--- src/rtl/lsu.sv ---
// lsu: load/store unit and data-bus master between EX and the data memory bus.
// Ports:
//   clk, rst                  clock, synchronous active-high reset
//   req_*                     EX request: valid, read, write, funct3, byte address, store data
//   lsu_flush                 squashes the request presented this cycle (IDLE only)
//   lsu_readdata              formatted load result, held until the next load completes
//   lsu_stall                 pipeline hold while a transaction is starting or outstanding
//   exc_*_addr_misaligned     combinational misalignment flags
//   bus_*                     word-aligned, byte-enabled bus with waitrequest/readdatavalid
module lsu #(
    parameter int DW = 32,
    parameter int AW = 32
) (
    input  logic          clk,
    input  logic          rst,
    input  logic          req_valid,
    input  logic          req_read,
    input  logic          req_write,
    input  logic [2:0]    req_opcode,
    input  logic [AW-1:0] req_address,
    input  logic [DW-1:0] req_writedata,
    input  logic          lsu_flush,
    output logic [DW-1:0] lsu_readdata,
    output logic          lsu_stall,
    output logic          exc_load_addr_misaligned,
    output logic          exc_store_addr_misaligned,
    output logic          bus_read,
    output logic          bus_write,
    output logic [AW-1:0] bus_address,
    output logic [3:0]    bus_byteenable,
    output logic [DW-1:0] bus_writedata,
    input  logic          bus_waitrequest,
    input  logic          bus_readdatavalid,
    input  logic [DW-1:0] bus_readdata
);
    typedef enum logic [1:0] {IDLE, BUS, RESP} state_t;
    state_t state;
    logic done, mis, start;
    logic [2:0] f3;
    logic [1:0] off;
    logic [3:0] be;
    logic [DW-1:0] wd, s, fmt;
    // funct3[1] set means word size (covers 010, 011 and 11x); otherwise [0] picks half over byte
    assign mis = req_opcode[1] ? |req_address[1:0] : req_opcode[0] & req_address[0];
    assign exc_load_addr_misaligned = req_valid & req_read & mis;
    assign exc_store_addr_misaligned = req_valid & req_write & mis;
    // done blocks re-issue of the still-presented request in the release cycle
    assign start = req_valid & (req_read | req_write) & ~mis & ~lsu_flush & ~done & (state == IDLE);
    assign lsu_stall = ~rst & (start | (state != IDLE));
    assign be = req_opcode[1] ? 4'b1111 : (req_opcode[0] ? 4'b0011 : 4'b0001) << req_address[1:0];
    assign wd = req_opcode[1] ? req_writedata : req_opcode[0] ? {2{req_writedata[15:0]}} : {4{req_writedata[7:0]}};
    assign s = bus_readdata >> {off, 3'b000};
    assign fmt = f3[1] ? s : f3[0] ? {{16{~f3[2] & s[15]}}, s[15:0]} : {{24{~f3[2] & s[7]}}, s[7:0]};
    always_ff @(posedge clk) begin
        if (rst) begin
            state <= IDLE;
            done <= 1'b0;
            bus_read <= 1'b0;
            bus_write <= 1'b0;
            bus_address <= '0;
            bus_byteenable <= '0;
            bus_writedata <= '0;
            lsu_readdata <= '0;
            f3 <= '0;
            off <= '0;
        end else begin
            done <= 1'b0;
            case (state)
                IDLE: if (start) begin
                    state <= BUS;
                    // read wins when both read and write are set
                    bus_read <= req_read;
                    bus_write <= ~req_read;
                    bus_address <= {req_address[AW-1:2], 2'b00};
                    bus_byteenable <= be;
                    bus_writedata <= wd;
                    f3 <= req_opcode;
                    off <= req_address[1:0];
                end
                BUS: if (!bus_waitrequest) begin
                    bus_read <= 1'b0;
                    bus_write <= 1'b0;
                    state <= bus_write ? IDLE : RESP;
                    done <= bus_write;
                end
                RESP: if (bus_readdatavalid) begin
                    lsu_readdata <= fmt;
                    state <= IDLE;
                    done <= 1'b1;
                end
                default: state <= IDLE;
            endcase
        end
    end
endmodule
--- config.mk ---
export PLATFORM = sky130hd
export DESIGN_NAME = lsu
export DESIGN_NICKNAME = d
export VERILOG_FILES = /design/src/rtl/lsu.sv
export SDC_FILE = /design/constraint.sdc
export NUM_CORES = 1
export LEC_CHECK = 0
export CAP_MARGIN = 20
export CORE_UTILIZATION = 43
export CTS_CLUSTER_DIAMETER = 80
export DETAILED_ROUTE_END_ITERATION = 8
export GPL_ROUTABILITY_DRIVEN = 0
export PLACE_DENSITY = 0.88
export SYNTH_ARGS = -nofsm -noshare
export SYNTH_HDL_FRONTEND = slang
export SYNTH_SLANG_ARGS = --single-unit
--- constraint.sdc ---
create_clock -name clk -period 2.3 [get_ports clk]
set_input_delay 0.575 -clock clk [delete_from_list [all_inputs] [get_ports clk]]
set_output_delay 0.575 -clock clk [all_outputs]
set_load 0.005 [all_outputs]
==> results.cfg <==
[worst_setup_path]
worstPathArrival_ps = 1710
cp_top_family = buffers and inverters
crit_chain = dlygate4sd2_1, a21o_1, o21a_4, buf_4, and3_1, clkdlybuf4s15_2
slowest_delay_ps = 260
path_class = in -> out
crit_path_top_delay_cell = dlygate4sd2_1
worstPathRequired_ps = 1730
cp-end-kind = output pin
crit_fanout = 2
path_buf_inv = 3
crit_path_start_kind = input port

[grt]
antenna_found_initial = 0
grt_max_degree = 59
grt_usage = 0.2818
grt_pass1_wl_mm = 28.22
first_global_vias = 5667
grt.overflow.total = 0

[floorplan]
die_w_um = 111.5
initial_utilization = 0.4462
core_um2 = 11560
die_h_um = 111.5
rows = 39
pin_count = 212
die_area_um2 = 12440

[sta]
setup_viol = 0
period_minus_slack_ps = 2290
slew_headroom = 0.5763
rsz0062_at_grt = false
worst_slew_pin_slew_ps = 633.2
period_share = 0.9955
slew_viol_final = 0
finalClockSkew_ps = 6.216
hold_violations = 0
fmax_mhz = 436.7

[synth]
yosysWarnings = 0
syn_area_um2 = 5160
yosys.area.top_type_share = 0.4190
synth_seq_cells = 108
yosys.area.top_type = dfxtp_1
synth.area.top_cells = dfxtp_1 42%, mux2i_1 9.3%, a21oi_1 8.1%
ys_seq_area_frac = 0.4190
synth-edff-count = 0
synthFlopType = dfxtp_1
yosysUniqueCellTypes = 47
avgSynthCellArea_um2 = 8.716
synthCells = 592
async_flop_share = 0

[route]
dr.first_iter.drc_count = 491
drc_errors = 15
ant_nets = 0
drtPass1Iterations = 8
num_vias = 5594
via_per_inst = 6.009
routed_wl_mm = 17.81
wl_per_cell_um = 19.13

[layout]
final_area_um2 = 7749
area_delta_synth_final_pct = 50.17
num-nets-final = 893
fillers = 937
drive_above_1_share = 0.1041
antenna_cells = 0

[cts]
cts_root_buffer = clkbuf_16
htreeDepth = 3
cts_tree = built
cts_made_buffers = 9
cts.path.max_buffers = 2
insertion_delay_ps = 340
path_clk_slew_ps = 70
cts_sinks = 108
ctsHoldBuffers = 0

[worst_hold_path]
min_path_type = reg -> reg

[status]
status = complete, but fails checks
violations = design-rule violations

[pwr]
finalPower_uw = 4242
power_leakage_uw = 0.002672
ir_drop_v = 0.0003156
p_per_area_nw_per_um2 = 547.5

[run]
drv_cap = 0

[place]
postPlaceCellArea_um2 = 7440
dp_hpwl_mm = 12.46
port_buffers = 209
==> sequential cells by signal (all words and copies together), names as in the netlist, 2 cells and up <==
register	count
bus_address	30
bus_byteenable	4
bus_writedata	32
f3	3
lsu_readdata	32
off	2
state	2
==> synth_stat cells, drive strengths merged, types with 9 or more instances <==
library cell	number
a21oi	84
a31oi	13
buf	28
clkbuf	37
dfxtp	108
mux2	9
mux2i	48
nand2	55
nand4	45
o211ai	11
o21ai	44
o31ai	43
==> worst min-delay path, delay by kind of cell (launching register included) <==
kind / cells / cell delay [ps]
flip-flops: 1 / 310
AND/OR/NAND/NOR: 1 / 50
multiplexers: 1 / 50
==> worst paths after layout <==
path / start / endpoint / slack [ps] / cells after the start
max reg2reg: off[1] / lsu_readdata[21] / 390 / 5
min reg2reg: bus_writedata[24] / bus_writedata[24] / 460 / 2
min: bus_writedata[24] / bus_writedata[24] / 460 / 2
max: req_opcode[1] / exc_store_addr_misaligned / 10 / 6
==> per-layer routing <==
layer / wire [µm] / global-route usage / vias up
li1: - / - / 2597
met1: 6864 / 0.3100 / 2616
met2: 8567 / 0.4871 / 312
met3: 1440 / 0.06750 / 69
met4: 940 / 0.1829 / 0
met5: 0 / 0 / -
==> final cells by class <==
type / count / area, µm² / share of cell area
clock buffers: 11 / 252.7 / 0.03262
clock inverters: 5 / 36.28 / 0.004683
inverters: 7 / 26.28 / 0.003391
multi-input cells: 413 / 2725 / 0.3517
flip-flops and latches: 108 / 2162 / 0.2790
well taps: 143 / 178.9 / 0.02309
repair buffers: 244 / 2367 / 0.3055
==> repair_timing <==
item | CTS | global route
pin swaps | 2 | 2
endpoints found under the setup margin | 3 | 2
setup buffers | 1 | 0
cloned | 0 | 0
resized for setup | 16 | 2
==> cells by family after synthesis <==
kind of cell,count (synthesis),share of synthesized area
buf+inv,72,0.06135
compound gates,223,0.2689
simple gates,127,0.1256
mux,58,0.1171
flops,108,0.4190
other cells,1,0.0007268
fa+ha+maj,3,0.007275
==> stage by stage <==
step / TNS (ps) / worst slack, ps / cells / hold WS [ps] / utilization
5_1_grt: 0 / 2.473 / 931 / 489.9 / 0.6700
3_3_place_gp: -2255 / -368.8 / 914 / 441.8 / 0.6433
2_1_floorplan: 0 / 314.0 / 593 / 451.1 / -
3_5_place_dp: -7418 / -428.2 / 914 / 453.3 / 0.6433
6_report: 0 / 10.25 / 931 / 461.7 / 0.6700
4_1_cts: 0 / 2.833 / 931 / 462.8 / 0.6702
==> layout by cell type, fill, tap and decap left out, drive strengths merged, types with 4 or more instances in the layout <==
cell type      count
clkinv             4
clkdlybuf4s50    200
mux2i             48
buf               37
a21oi             84
o21ai             44
dfxtp            108
o211ai            11
nand4             45
a22o               8
a211oi             8
inv                5
a311oi             4
nor2b              4
a31oi             13
nand2             55
o31ai             43
dlygate4sd2        6
clkbuf            11
nor2               7
mux2               9
==> power by group <==
part | leakage [µW] | internal (µW) | total (µW) | switching (µW)
sequential | 0.000875 | 1920 | 1960 | 37.2
clock | 0.000134 | 795 | 1500 | 708
combinational | 0.00166 | 395 | 778 | 383
total | 0.00267 | 3110 | 4240 | 1130
(Power assumes the default switching activity.)
